[src/rtl/param_queue.sv]
// Parametrised single-clock FIFO with occupancy count, programmable watermarks,
// sticky overflow/underflow flags, synchronous flush and a registered read strobe.
module param_queue #(
  parameter int DATA_W   = 8,
  parameter int ADDR_W   = 8,
  parameter int AF_LEVEL = 2**ADDR_W - 1,
  parameter int AE_LEVEL = 1
) (
  input  logic              Clk_i,
  input  logic              Rst_i,
  input  logic              Flush_i,
  input  logic              WrEn_i,
  input  logic [DATA_W-1:0] data_i,
  input  logic              RdEn_i,
  output logic [DATA_W-1:0] data_o,
  output logic              valid_o,
  output logic              empty_o,
  output logic              full_o,
  output logic              almost_empty_o,
  output logic              almost_full_o,
  output logic [ADDR_W:0]   count_o,
  output logic              overflow_o,
  output logic              underflow_o
);

  localparam int             DEPTH   = 2**ADDR_W;
  localparam logic [ADDR_W:0] PTR_ONE = {{ADDR_W{1'b0}}, 1'b1};
  localparam logic [ADDR_W:0] AF_CNT  = (ADDR_W+1)'(AF_LEVEL);
  localparam logic [ADDR_W:0] AE_CNT  = (ADDR_W+1)'(AE_LEVEL);

  logic [DATA_W-1:0] r_mem [DEPTH];
  logic [ADDR_W:0]   r_wr_ptr;
  logic [ADDR_W:0]   r_rd_ptr;
  logic [ADDR_W:0]   r_count;
  logic [DATA_W-1:0] r_data;
  logic              r_valid;
  logic              r_overflow;
  logic              r_underflow;

  logic w_empty;
  logic w_full;
  logic w_rd_acc;
  logic w_wr_acc;

  // Pointers carry an extra wrap bit so full and empty are distinguishable.
  assign w_empty  = (r_wr_ptr == r_rd_ptr);
  assign w_full   = (r_wr_ptr[ADDR_W-1:0] == r_rd_ptr[ADDR_W-1:0]) &&
                    (r_wr_ptr[ADDR_W] != r_rd_ptr[ADDR_W]);
  assign w_rd_acc = RdEn_i & ~w_empty;
  assign w_wr_acc = WrEn_i & (~w_full | w_rd_acc);

  // Storage is not reset, so it can map onto plain RAM.
  always_ff @(posedge Clk_i) begin
    if (w_wr_acc && !Flush_i) begin
      r_mem[r_wr_ptr[ADDR_W-1:0]] <= data_i;
    end
  end

  always_ff @(posedge Clk_i or posedge Rst_i) begin
    if (Rst_i) begin
      r_wr_ptr    <= '0;
      r_rd_ptr    <= '0;
      r_count     <= '0;
      r_data      <= '0;
      r_valid     <= 1'b0;
      r_overflow  <= 1'b0;
      r_underflow <= 1'b0;
    end else if (Flush_i) begin
      r_wr_ptr    <= '0;
      r_rd_ptr    <= '0;
      r_count     <= '0;
      r_valid     <= 1'b0;
      r_overflow  <= 1'b0;
      r_underflow <= 1'b0;
    end else begin
      r_valid <= w_rd_acc;
      if (w_wr_acc) begin
        r_wr_ptr <= r_wr_ptr + PTR_ONE;
      end
      if (w_rd_acc) begin
        r_rd_ptr <= r_rd_ptr + PTR_ONE;
        r_data   <= r_mem[r_rd_ptr[ADDR_W-1:0]];
      end
      if (w_wr_acc && !w_rd_acc) begin
        r_count <= r_count + PTR_ONE;
      end else if (w_rd_acc && !w_wr_acc) begin
        r_count <= r_count - PTR_ONE;
      end
      if (WrEn_i && !w_wr_acc) begin
        r_overflow <= 1'b1;
      end
      if (RdEn_i && !w_rd_acc) begin
        r_underflow <= 1'b1;
      end
    end
  end

  assign data_o         = r_data;
  assign valid_o        = r_valid;
  assign empty_o        = w_empty;
  assign full_o         = w_full;
  assign almost_empty_o = (r_count <= AE_CNT);
  assign almost_full_o  = (r_count >= AF_CNT);
  assign count_o        = r_count;
  assign overflow_o     = r_overflow;
  assign underflow_o    = r_underflow;

endmodule

[config.mk]
export PLATFORM = sky130hd
export DESIGN_NAME = param_queue
export DESIGN_NICKNAME = d
export VERILOG_FILES = /design/src/rtl/param_queue.sv
export SDC_FILE = /design/constraint.sdc
export NUM_CORES = 2
export LEC_CHECK = 0
export ABC_AREA = 1
export BUFFER_PORTS_ARGS = -buffer_cell sky130_fd_sc_hd__buf_4
export CORE_MARGIN = 1
export CORE_UTILIZATION = 50
export CTS_CLUSTER_DIAMETER = 60
export DETAILED_ROUTE_END_ITERATION = 8
export PLACE_DENSITY = 0.65
export SLEW_MARGIN = 15
export SYNTH_ARGS = -nofsm -noshare
export SYNTH_HDL_FRONTEND = slang
export SYNTH_SLANG_ARGS = --single-unit
[constraint.sdc]
create_clock -name Clk_i -period 3.7 [get_ports Clk_i]
set_clock_uncertainty 0.05 [all_clocks]
set_input_delay 0 -clock Clk_i [delete_from_list [all_inputs] [get_ports Clk_i]]
set_output_delay 0 -clock Clk_i [all_outputs]
set_load 0.03 [all_outputs]
==> impl_metrics.env <==
export IMPL_clk_insertion_delay_late_ns=0.85
export IMPL_p_leak_nw=37.39
export IMPL_drt_pass1_iterations=6
export IMPL_crit_required_ns=4.39
export IMPL_grt_use_met1_pct=37.82
export IMPL_coreArea_um2=174200
export IMPL_htree_num_levels=4
export IMPL_critPathTopFamily="buffers and inverters"
export IMPL_route_vias_total=60091
export IMPL_whs_endpoint="overflow_o$_DFFE_PP0P_"
export IMPL_gp_congestion=0.9367
export IMPL_period_share_pct=88.73
export IMPL_fin_crit_ns=3.283
export IMPL_dp_hpwl_mm=145.0
export IMPL_synth_flop_cell="edfxtp_1"
export IMPL_cpMaxStageDelayCell="dfrtp_4"
export IMPL_end_kind="flip-flop"
export IMPL_grt_pass1_vias=57401
export IMPL_hold_violations=0
export IMPL_crit_fanout=57
export IMPL_crit_chain="buf_12 -> inv_8 -> buf_12 -> buf_4 -> nand2_1 -> nand3_1 -> nand2_1 -> nand2_1 -> nand2_1 -> inv_1 -> nand2_1 -> a21oi_1 -> nand3_1 -> nand2_1 -> nor2_1 -> nor2_1 -> nor2_1"
export IMPL_cts_tree="done"
export IMPL_synth_area_um2=87820
export IMPL_hold_depth=4
export IMPL_grtUsageMet2_pct=42.42
export IMPL_ys_ff_latch=2086
export IMPL_max_freq_mhz=304.6
export IMPL_worstReg2RegStart="r_rd_ptr[0]$_DFFE_PP0P_"
export IMPL_die_y_um=421.1
export IMPL_setup_violations=0
export IMPL_worst_pin_slew_ns=1.141
export IMPL_cts_setup_buffers=0
export IMPL_std_cell_rows=153
export IMPL_ys_seq_area_share_pct=71.11
export IMPL_powerDensity_nw_per_um2=540.3
export IMPL_synth_nets=8121
export IMPL_cts_sinks=2086
export IMPL_grt_max_degree=174
export IMPL_cp_buffers_inverters=5
export IMPL_antenna_found_initial=8
export IMPL_setup_worst_path_class="flip-flop to flip-flop"
export IMPL_synthArstFlopShare_pct=1.822
export IMPL_drt_iter0_drc=7504
export IMPL_cts_repair_resized=0
export IMPL_cp_common_cell="nand2_1"
export IMPL_synth_edf_count=2048
export IMPL_drive_gt1_share_pct=9.393
export IMPL_timing_rr_end="data_o[7]$_DFFE_PP0P_"
export IMPL_rsz0062_at_grt="false"
export IMPL_worstPathArrival_ns=3.97
export IMPL_layout_nets=8338
export IMPL_routed_wl_mm=244.0
export IMPL_grt_usage_pct=27.19
export IMPL_fin_tns_setup_ns=0
export IMPL_p_total_mw=53.78
export IMPL_yosysWarnings=0
export IMPL_port_buffers=36
export IMPL_postSynthAreaPerCell_um2=10.84
export IMPL_drc_errors=0
export IMPL_initial_core_util_pct=50.41
export IMPL_grt_ovfl_total=0
export IMPL_via_per_inst=5.558
export IMPL_cp_slowest_stage_delay_ns=0.50
export IMPL_numCtsBuffers=210
export IMPL_ant_nets=0
export IMPL_worst_setup_path_start_kind="flip-flop"
export IMPL_slew_violations=0
export IMPL_fp_dieW_um=421.1
export IMPL_die_area_um2=177300
export IMPL_syn_inst=8099
export IMPL_slew_headroom_pct=23.65
export IMPL_clkSlewWorstSetupHoldPaths_ns=0.06
export IMPL_cts_buffer_depth=3
export IMPL_syn2layout_area_growth_pct=13.34
export IMPL_routedWlPerCell_um=22.57
export IMPL_ctsHoldBuffers=18
export IMPL_grt_use_met3_pct=5.083
export IMPL_grt_busiest_layer="met2"
export IMPL_hold_class="input port to flip-flop"
export IMPL_rrSetupSlack_ns=0.42
export IMPL_cts_root_buf="clkbuf_16"
export IMPL_synth_distinct_cells=35
export IMPL_min_from="WrEn_i"
export IMPL_peakVddDrop_v=0.0005719
export IMPL_r2r_cells=17
export IMPL_grt_pass1_wl_mm=362.9
export IMPL_status="complete, no violations"
export IMPL_io_pins=37
export IMPL_drv_cap=0
## placed cells by master (no fill, tap or decap), types with 51 or more instances in the layout
| cell | netlist | final |
|---|---|---|
| nand2_1 | 2063 | 2058 |
| edfxtp_1 | 2048 | 2048 |
| nor2_1 | 1435 | 1433 |
| nand3_1 | 643 | 641 |
| o21ai_0 | 626 | 626 |
| inv_1 | 508 | 507 |
| buf_4 | 25 | 390 |
| clkbuf_16 | 0 | 212 |
| a21oi_1 | 75 | 75 |
| o211ai_1 | 61 | 61 |
| clkinv_1 | 5 | 61 |
| buf_12 | 0 | 51 |
## sequential cells by signal (all words and copies together), names as in the netlist
signal,flops
r_mem,2048
count_o,9
r_rd_ptr,9
r_wr_ptr,9
data_o,8
overflow_o,1
underflow_o,1
valid_o,1
## Yosys cell counts (all sizes together), types with 12 or more instances
| cell type | count | area, um2 |
|---|---|---|
| nand2 | 2077 | 7831 |
| edfxtp | 2048 | 61500 |
| nor2 | 1437 | 5413 |
| nand3 | 647 | 3258 |
| o21ai | 626 | 3133 |
| inv | 511 | 1918 |
| buf | 292 | 1475 |
| clkbuf | 170 | 638.1 |
| a21oi | 75 | 375.4 |
| o211ai | 61 | 457.9 |
| dfrtp | 38 | 950.9 |
| nand4 | 21 | 176.4 |
| or2 | 20 | 125.1 |
| o22ai | 18 | 112.6 |
| xor2 | 15 | 131.4 |
| nor3 | 12 | 60.06 |
## routing by layer
metal / share of wire [%] / up-vias
li1: - / 27703
met1: 41 / 29079
met2: 46 / 2819
met3: 9.0 / 486
met4: 4.0 / 4
met5: 0.011 / -
## logic make-up after synthesis
family | share of synthesized area, %
DFF | 71.11
adders and majority gates | 0.1282
xor gates and xnor gates | 0.2394
buffers and inverters | 4.612
AOI/OAI and AO/OA | 4.669
and+or+nand+nor | 19.24
## report_power, final
part	switching [mW]	internal [mW]
clock	9.01	11.5
sequential	0.233	26.0
combinational	5.04	2.00
## worst reg2reg max path, cell delays in order, from the launching register on
cell     delay (ns)
dfrtp_4        0.50
buf_12         0.23
inv_8          0.42
buf_12         0.33
buf_4          0.32
nand2_1        0.08
nand3_1        0.08
nand2_1        0.05
nand2_1        0.05
nand2_1        0.09
inv_1          0.09
nand2_1        0.06
a21oi_1        0.38
nand3_1        0.16
nand2_1        0.10
nor2_1         0.05
nor2_1         0.10
nor2_1         0.04
## area by class of cell
class	instances	area, um2
timing repair buffer	467	4249
sequential	2086	62460
tap	2325	2909
multi-input combinational	5035	21360
inverter	516	1959
clock buffer	250	5448
fill	14379	74670
clock inverter	131	1147
antenna	2	5.005
## worst max path at each step
stage	start	end	cells past startpoint
global route	r_rd_ptr[0]$_DFFE_PP0P_	data_o[1]$_DFFE_PP0P_	16
CTS	r_rd_ptr[0]$_DFFE_PP0P_	data_o[2]$_DFFE_PP0P_	14
floorplan	r_wr_ptr[3]$_DFFE_PP0P_	r_mem[126][0]$_DFFE_PP_	13
detailed placement	r_rd_ptr[0]$_DFFE_PP0P_	data_o[2]$_DFFE_PP0P_	14
global placement	r_rd_ptr[0]$_DFFE_PP0P_	data_o[2]$_DFFE_PP0P_	14
finish	r_rd_ptr[0]$_DFFE_PP0P_	data_o[7]$_DFFE_PP0P_	17
## through the flow
step / hold WS [ns] / worst slack [ns] / instances / util (%) / cell area (um2)
finish: 0.09299 / 0.4171 / 10812 / 57.14 / 99540
global route: 0.1071 / 0.2687 / 10810 / 57.13 / 99530
CTS: 0.06136 / 0.4714 / 10810 / 57.13 / 99530
detailed placement: 0.2336 / 0.4753 / 10411 / 53.25 / 92760
global placement: 0.2168 / 0.4702 / 10411 / 53.25 / 92760
floorplan: 0.04887 / 0.9459 / 8099 / - / 87820
No activity file was read; power rests on OpenSTA's default activity.
